File: src/rtl/sha_core_arbiter.sv
// Round-robin share of one sha_256 core. Grant and start go high 1 cycle after a request is sampled;
// the done pulse comes 1 cycle after core valid. Requesters wait by holding i_req until their o_done.
module sha_core_arbiter #(
    parameter int NUM_REQ     = 4,
    parameter int MSG_W       = 24,
    parameter int HASH_SIZE   = 256,
    parameter int TIMEOUT_CYC = 100
) (
    input  logic                     usr_clk,
    input  logic                     usr_reset_n,
    input  logic [NUM_REQ-1:0]       i_req,
    input  logic [NUM_REQ*MSG_W-1:0] i_msg,
    output logic [NUM_REQ-1:0]       o_gnt,
    output logic [NUM_REQ-1:0]       o_done,
    output logic                     o_err,
    output logic [HASH_SIZE-1:0]     o_hash,
    output logic                     o_busy,
    output logic                     o_core_start,
    output logic [MSG_W-1:0]         o_core_msg,
    input  logic                     i_core_valid,
    input  logic [HASH_SIZE-1:0]     i_core_hash
);

    localparam int                 PTR_W     = (NUM_REQ > 1) ? $clog2(NUM_REQ) : 1;
    localparam logic [PTR_W:0]     NUM_REQ_W = (PTR_W+1)'(NUM_REQ);
    localparam logic [PTR_W-1:0]   LAST_IDX  = PTR_W'(NUM_REQ - 1);
    localparam logic [NUM_REQ-1:0] ONE_HOT0  = NUM_REQ'(1);
    localparam logic [7:0]         WD_LAST   = 8'(TIMEOUT_CYC - 1);

    typedef enum logic [1:0] {
        S_IDLE = 2'd0,
        S_BUSY = 2'd1,
        S_DONE = 2'd2
    } state_t;

    state_t               r_state;
    logic [PTR_W-1:0]     r_rr_ptr;
    logic [PTR_W-1:0]     r_gidx;
    logic [7:0]           r_wdog;
    logic [NUM_REQ-1:0]   r_gnt;
    logic [NUM_REQ-1:0]   r_done;
    logic                 r_err;
    logic [HASH_SIZE-1:0] r_hash;
    logic                 r_busy;
    logic                 r_core_start;
    logic [MSG_W-1:0]     r_core_msg;

    state_t               w_state;
    logic [PTR_W-1:0]     w_rr_ptr;
    logic [PTR_W-1:0]     w_gidx;
    logic [7:0]           w_wdog;
    logic [NUM_REQ-1:0]   w_gnt;
    logic [NUM_REQ-1:0]   w_done;
    logic                 w_err;
    logic [HASH_SIZE-1:0] w_hash;
    logic                 w_busy;
    logic                 w_core_start;
    logic [MSG_W-1:0]     w_core_msg;

    logic [NUM_REQ-1:0]   w_req_rot;
    logic [PTR_W-1:0]     w_off;
    logic [PTR_W:0]       w_sum;
    logic [PTR_W-1:0]     w_win;
    logic                 w_any;
    logic [PTR_W-1:0]     w_gidx_inc;

    // Rotate requests so bit 0 is rr_ptr; the lowest set bit is the winner's offset.
    always_comb begin
        w_req_rot = NUM_REQ'({i_req, i_req} >> r_rr_ptr);
        w_any     = |i_req;
        w_off     = '0;
        for (int j = NUM_REQ - 1; j >= 0; j--) begin
            if (w_req_rot[j]) begin
                w_off = PTR_W'(j);
            end
        end
        w_sum = {1'b0, r_rr_ptr} + {1'b0, w_off};
        w_win = (w_sum >= NUM_REQ_W) ? PTR_W'(w_sum - NUM_REQ_W) : PTR_W'(w_sum);
        w_gidx_inc = (r_gidx == LAST_IDX) ? '0 : r_gidx + PTR_W'(1);
    end

    always_comb begin
        w_state      = r_state;
        w_rr_ptr     = r_rr_ptr;
        w_gidx       = r_gidx;
        w_wdog       = r_wdog;
        w_gnt        = r_gnt;
        w_done       = '0;
        w_err        = 1'b0;
        w_hash       = r_hash;
        w_busy       = r_busy;
        w_core_start = r_core_start;
        w_core_msg   = r_core_msg;

        case (r_state)
            S_IDLE: begin
                if (w_any) begin
                    w_state      = S_BUSY;
                    w_gnt        = ONE_HOT0 << w_win;
                    w_gidx       = w_win;
                    w_core_msg   = i_msg[w_win*MSG_W +: MSG_W];
                    w_core_start = 1'b1;
                    w_wdog       = '0;
                    w_busy       = 1'b1;
                end
            end
            S_BUSY: begin
                w_wdog = r_wdog + 8'd1;
                // A valid arriving on the last watchdog cycle still counts as success.
                if (i_core_valid || (r_wdog == WD_LAST)) begin
                    w_state      = S_DONE;
                    w_done       = ONE_HOT0 << r_gidx;
                    w_err        = ~i_core_valid;
                    w_hash       = i_core_valid ? i_core_hash : '0;
                    w_gnt        = '0;
                    w_core_start = 1'b0;
                    w_rr_ptr     = w_gidx_inc;
                end
            end
            S_DONE: begin
                w_state = S_IDLE;
                w_busy  = 1'b0;
            end
            default: begin
                w_state = S_IDLE;
            end
        endcase
    end

    always_ff @(posedge usr_clk) begin
        if (!usr_reset_n) begin
            r_state      <= S_IDLE;
            r_rr_ptr     <= '0;
            r_gidx       <= '0;
            r_wdog       <= '0;
            r_gnt        <= '0;
            r_done       <= '0;
            r_err        <= 1'b0;
            r_hash       <= '0;
            r_busy       <= 1'b0;
            r_core_start <= 1'b0;
            r_core_msg   <= '0;
        end else begin
            r_state      <= w_state;
            r_rr_ptr     <= w_rr_ptr;
            r_gidx       <= w_gidx;
            r_wdog       <= w_wdog;
            r_gnt        <= w_gnt;
            r_done       <= w_done;
            r_err        <= w_err;
            r_hash       <= w_hash;
            r_busy       <= w_busy;
            r_core_start <= w_core_start;
            r_core_msg   <= w_core_msg;
        end
    end

    assign o_gnt        = r_gnt;
    assign o_done       = r_done;
    assign o_err        = r_err;
    assign o_hash       = r_hash;
    assign o_busy       = r_busy;
    assign o_core_start = r_core_start;
    assign o_core_msg   = r_core_msg;

endmodule

File: config.mk
export PLATFORM = sky130hd
export DESIGN_NAME = sha_core_arbiter
export DESIGN_NICKNAME = d
export VERILOG_FILES = /design/src/rtl/sha_core_arbiter.sv
export SDC_FILE = /design/constraint.sdc
export NUM_CORES = 1
export LEC_CHECK = 0
export CORE_AREA = 2 2 252 254
export CTS_BUF_LIST = sky130_fd_sc_hd__clkbuf_4 sky130_fd_sc_hd__clkbuf_8 sky130_fd_sc_hd__clkbuf_16
export CTS_CLUSTER_SIZE = 12
export DETAILED_ROUTE_END_ITERATION = 10
export DIE_AREA = 0 0 254 256
export SETUP_SLACK_MARGIN = 0.5
export SYNTH_ARGS = -nofsm -noshare
export SYNTH_HDL_FRONTEND = slang
export SYNTH_SLANG_ARGS = --single-unit
File: constraint.sdc
create_clock -name usr_clk -period 6.5 [get_ports usr_clk]
set_input_delay 1.625 -clock usr_clk [delete_from_list [all_inputs] [get_ports usr_clk]]
set_output_delay 1.625 -clock usr_clk [all_outputs]
set_load 0.005 [all_outputs]
==> impl_metrics.json <==
{
  "status": "complete, no violations",
  "fp.dieH_um": 256,
  "cts-root-buf": "clkbuf_16",
  "std_cell_rows": 92,
  "timing.fmax_mhz": 226,
  "multi_input_area_mm2": 0.00570,
  "slew_headroom": 0.207,
  "dp_cells": 2578,
  "ant_nets": 0,
  "start_util": 0.198,
  "r2r_slack_ps": 3270,
  "area_growth_syn_to_layout_pct": 68.3,
  "crit_fanout": 49,
  "hold_slack_ps": 445,
  "seq_area_frac_synth": 0.495,
  "synth_top_cell_area_share": 0.495,
  "core_region_area_mm2": 0.0624,
  "die_area_mm2": 0.0650,
  "drv_cap": 0,
  "syn-cell-area_mm2": 0.0123,
  "ys_seq_elements": 305,
  "gp_congestion": 0.799,
  "r2r_start": "r_rr_ptr[0]$_SDFFE_PN0P_",
  "crit_start": "i_req[2]",
  "clkTransAtPathRegs_ps": 60,
  "hold_class": "reg2reg",
  "fillers": 6297,
  "final.period_utilization": 0.680,
  "synth_area_leaders": "dfxtp_1 (49%), a22oi_1 (16%), nor2b_1 (13%)",
  "post_cts_resized": 0,
  "clock_skew_ps": 17.1,
  "hold_viol": 0,
  "max_stage_delay_ps": 1160,
  "p_int_uw": 3890,
  "worstPathRequired_ps": 6900,
  "cts_max_path_buffers": 3,
  "dp_hpwl_um": 32000,
  "syn_inst": 1187,
  "yosys_warnings": 0,
  "worstMarginPinSlew_ps": 1190,
  "dr_total_vias": 11400,
  "period_needed_ps": 4420,
  "syn_nets": 1550,
  "ys_types": 47,
  "drt-total-wl_um": 45600,
  "power.net_switching_uw": 1310,
  "final_common_cell": "clkdlybuf4s50_1",
  "drtPass1Iterations": 6,
  "drc_errors": 0,
  "syn_avg_cell_area_um2": 10.4,
  "r2r.worst_path.cells": 7,
  "postCtsSetupRepairBufs": 0,
  "track_usage": 0.131,
  "drt-initial-drc-count": 706,
  "p_clk_frac": 0.406,
  "p_leak_uw": 0.00730,
  "clock_latency_ps": 540,
  "path_cells": "clkdlybuf4s50_1 > nor2_1 > nor3_1 > a21oi_1 > o21ai_0 > ha_2 > mux2_2 > mux2i_1 > a221oi_2",
  "grt_overflow": 0,
  "dp_slack_ps": 1530,
  "crit_path_start_kind": "input port",
  "r2r-end": "o_core_msg[7]$_SDFFE_PN0P_",
  "cts.sink_count": 305,
  "antenna_found_initial": 6,
  "power_frac_comb": 0.198,
  "synth_top_cell_by_area": "dfxtp_1",
  "ir_drop_uv": 167,
  "crit_arrival_ps": 4820,
  "cts_made_buffers": 37,
  "tns_ps": 0,
  "cp_slowest_cell": "ha_2",
  "slew_viol_final": 0,
  "sw_frac_of_total": 0.252,
  "htree_levels": 2,
  "pin_count": 650,
  "fp.dieW_um": 254,
  "end_kind": "register",
  "seq_power_share": 0.395,
  "critical_path_class": "in2reg",
  "powerDensity_mw_per_mm2": 250,
  "final_cell_mix": "clkdlybuf4s50_1 (648), dfxtp_1 (305), nor2b_1 (260)",
  "setup_slack_ps": 2080,
  "stdcell_count": 2647,
  "rsz0062_at_grt": "false",
  "wl_per_cell_um": 17.2,
  "regArea_mm2": 0.00611,
  "setup_viol": 0,
  "grt_pass1_vias": 11600,
  "nets": 2134,
  "cts_tree": "yes",
  "drive_above_1_share": 0.0846,
  "hold_buffers": 0,
  "crit_end": "o_core_msg[7]$_SDFFE_PN0P_",
  "port_buffers": 649,
  "vias_per_cell": 4.30,
  "postLayoutCoreUtil": 0.333,
  "grt_pass1_wl_um": 67400,
  "grt_max_degree": 194
}
## power by group through the flow
stage,Combinational (uW),Sequential [uW],Clock (uW)
after floorplan,485,2090,0
after global placement,1020,2090,0
after detailed placement,1040,2090,0
after CTS,1040,2050,2200
after global routing,1110,2060,2260
final,1030,2050,2110
## how the worst min path moves through the flow
stage	startpoint	end	slack, ps	cells past startpoint
final	r_wdog[6]$_SDFFE_PN0P_	r_wdog[6]$_SDFFE_PN0P_	440	1
after CTS	r_wdog[6]$_SDFFE_PN0P_	r_wdog[6]$_SDFFE_PN0P_	440	1
after floorplan	r_wdog[6]$_SDFFE_PN0P_	r_wdog[6]$_SDFFE_PN0P_	410	1
after global placement	r_wdog[6]$_SDFFE_PN0P_	r_wdog[6]$_SDFFE_PN0P_	430	1
after detailed placement	r_wdog[6]$_SDFFE_PN0P_	r_wdog[6]$_SDFFE_PN0P_	440	1
after global routing	o_gnt[2]$_SDFFE_PN0P_	o_gnt[2]$_SDFFE_PN0P_	490	2
## stage by stage
stage          power, uW  instance area (um2)
2_1_floorplan       2570                12300
3_3_place_gp        3100                19500
3_5_place_dp        3130                19500
4_1_cts             5290                20800
5_1_grt             5440                20800
6_report            5190                20800
## per-layer routing
| layer | routed length (um) | up-vias | GRT usage |
|---|---|---|---|
| met5 | 26 | - | 0 |
| met4 | 1580 | 4 | 0.0560 |
| met3 | 4060 | 89 | 0.0459 |
| met2 | 22800 | 464 | 0.233 |
| met1 | 17200 | 5357 | 0.138 |
| li1 | - | 5473 | - |
## cell usage after synthesis (all sizes together)
library cell	count
mux2	46
dfxtp	305
a211o	1
o21ai	36
and2	6
nor2b	260
a22oi	256
nor4	2
nor2	18
xnor2	3
buf	62
nor3b	2
a31oi	1
clkbuf	52
xor2	1
nand4	5
nand2	12
and3	3
nor3	4
a21boi	5
ha	4
o32ai	2
a221oi	23
nand2b	2
nand3b	1
a31o	1
a211oi	1
nand3	6
mux2i	49
inv	4
o21a	1
a21oi	9
a32oi	1
o311a	1
a311oi	1
o221ai	1
## worst max-delay path, delay by kind of cell
family	cells	cell delay (ps)
fa+ha+maj	1	1160
mux	2	640
buf+inv	1	540
simple gates	2	430
compound gates	3	410
## final cells by class
cell class / count / share of cell area
antenna: 5 / 0.000602
clock buffer: 57 / 0.0571
clock inverter: 7 / 0.00307
inverter: 4 / 0.000723
multi-input combinational: 764 / 0.274
sequential: 305 / 0.294
tap: 846 / 0.0509
timing repair buffer: 659 / 0.319
## kinds of logic (layout without fill, tap and decap cells)
group / Yosys count / after routing / share of synthesized area
compound gates: 340 / 340 / 0.212
xor+xnor: 4 / 4 / 0.00497
fa+ha+maj: 4 / 4 / 0.00406
buf+inv: 118 / 727 / 0.0463
flops: 305 / 305 / 0.495
mux: 95 / 95 / 0.0817
other cells: 0 / 5 / 0
simple gates: 321 / 321 / 0.156
## flip-flops by register name, indices dropped and copies added (netlist names)
signal        cells
o_hash          256
o_core_msg       24
r_wdog            8
o_done            4
o_gnt             4
r_gidx            2
r_rr_ptr          2
r_state           2
o_busy            1
o_core_start      1
o_err             1
No activity file was read; power rests on OpenSTA's default activity.
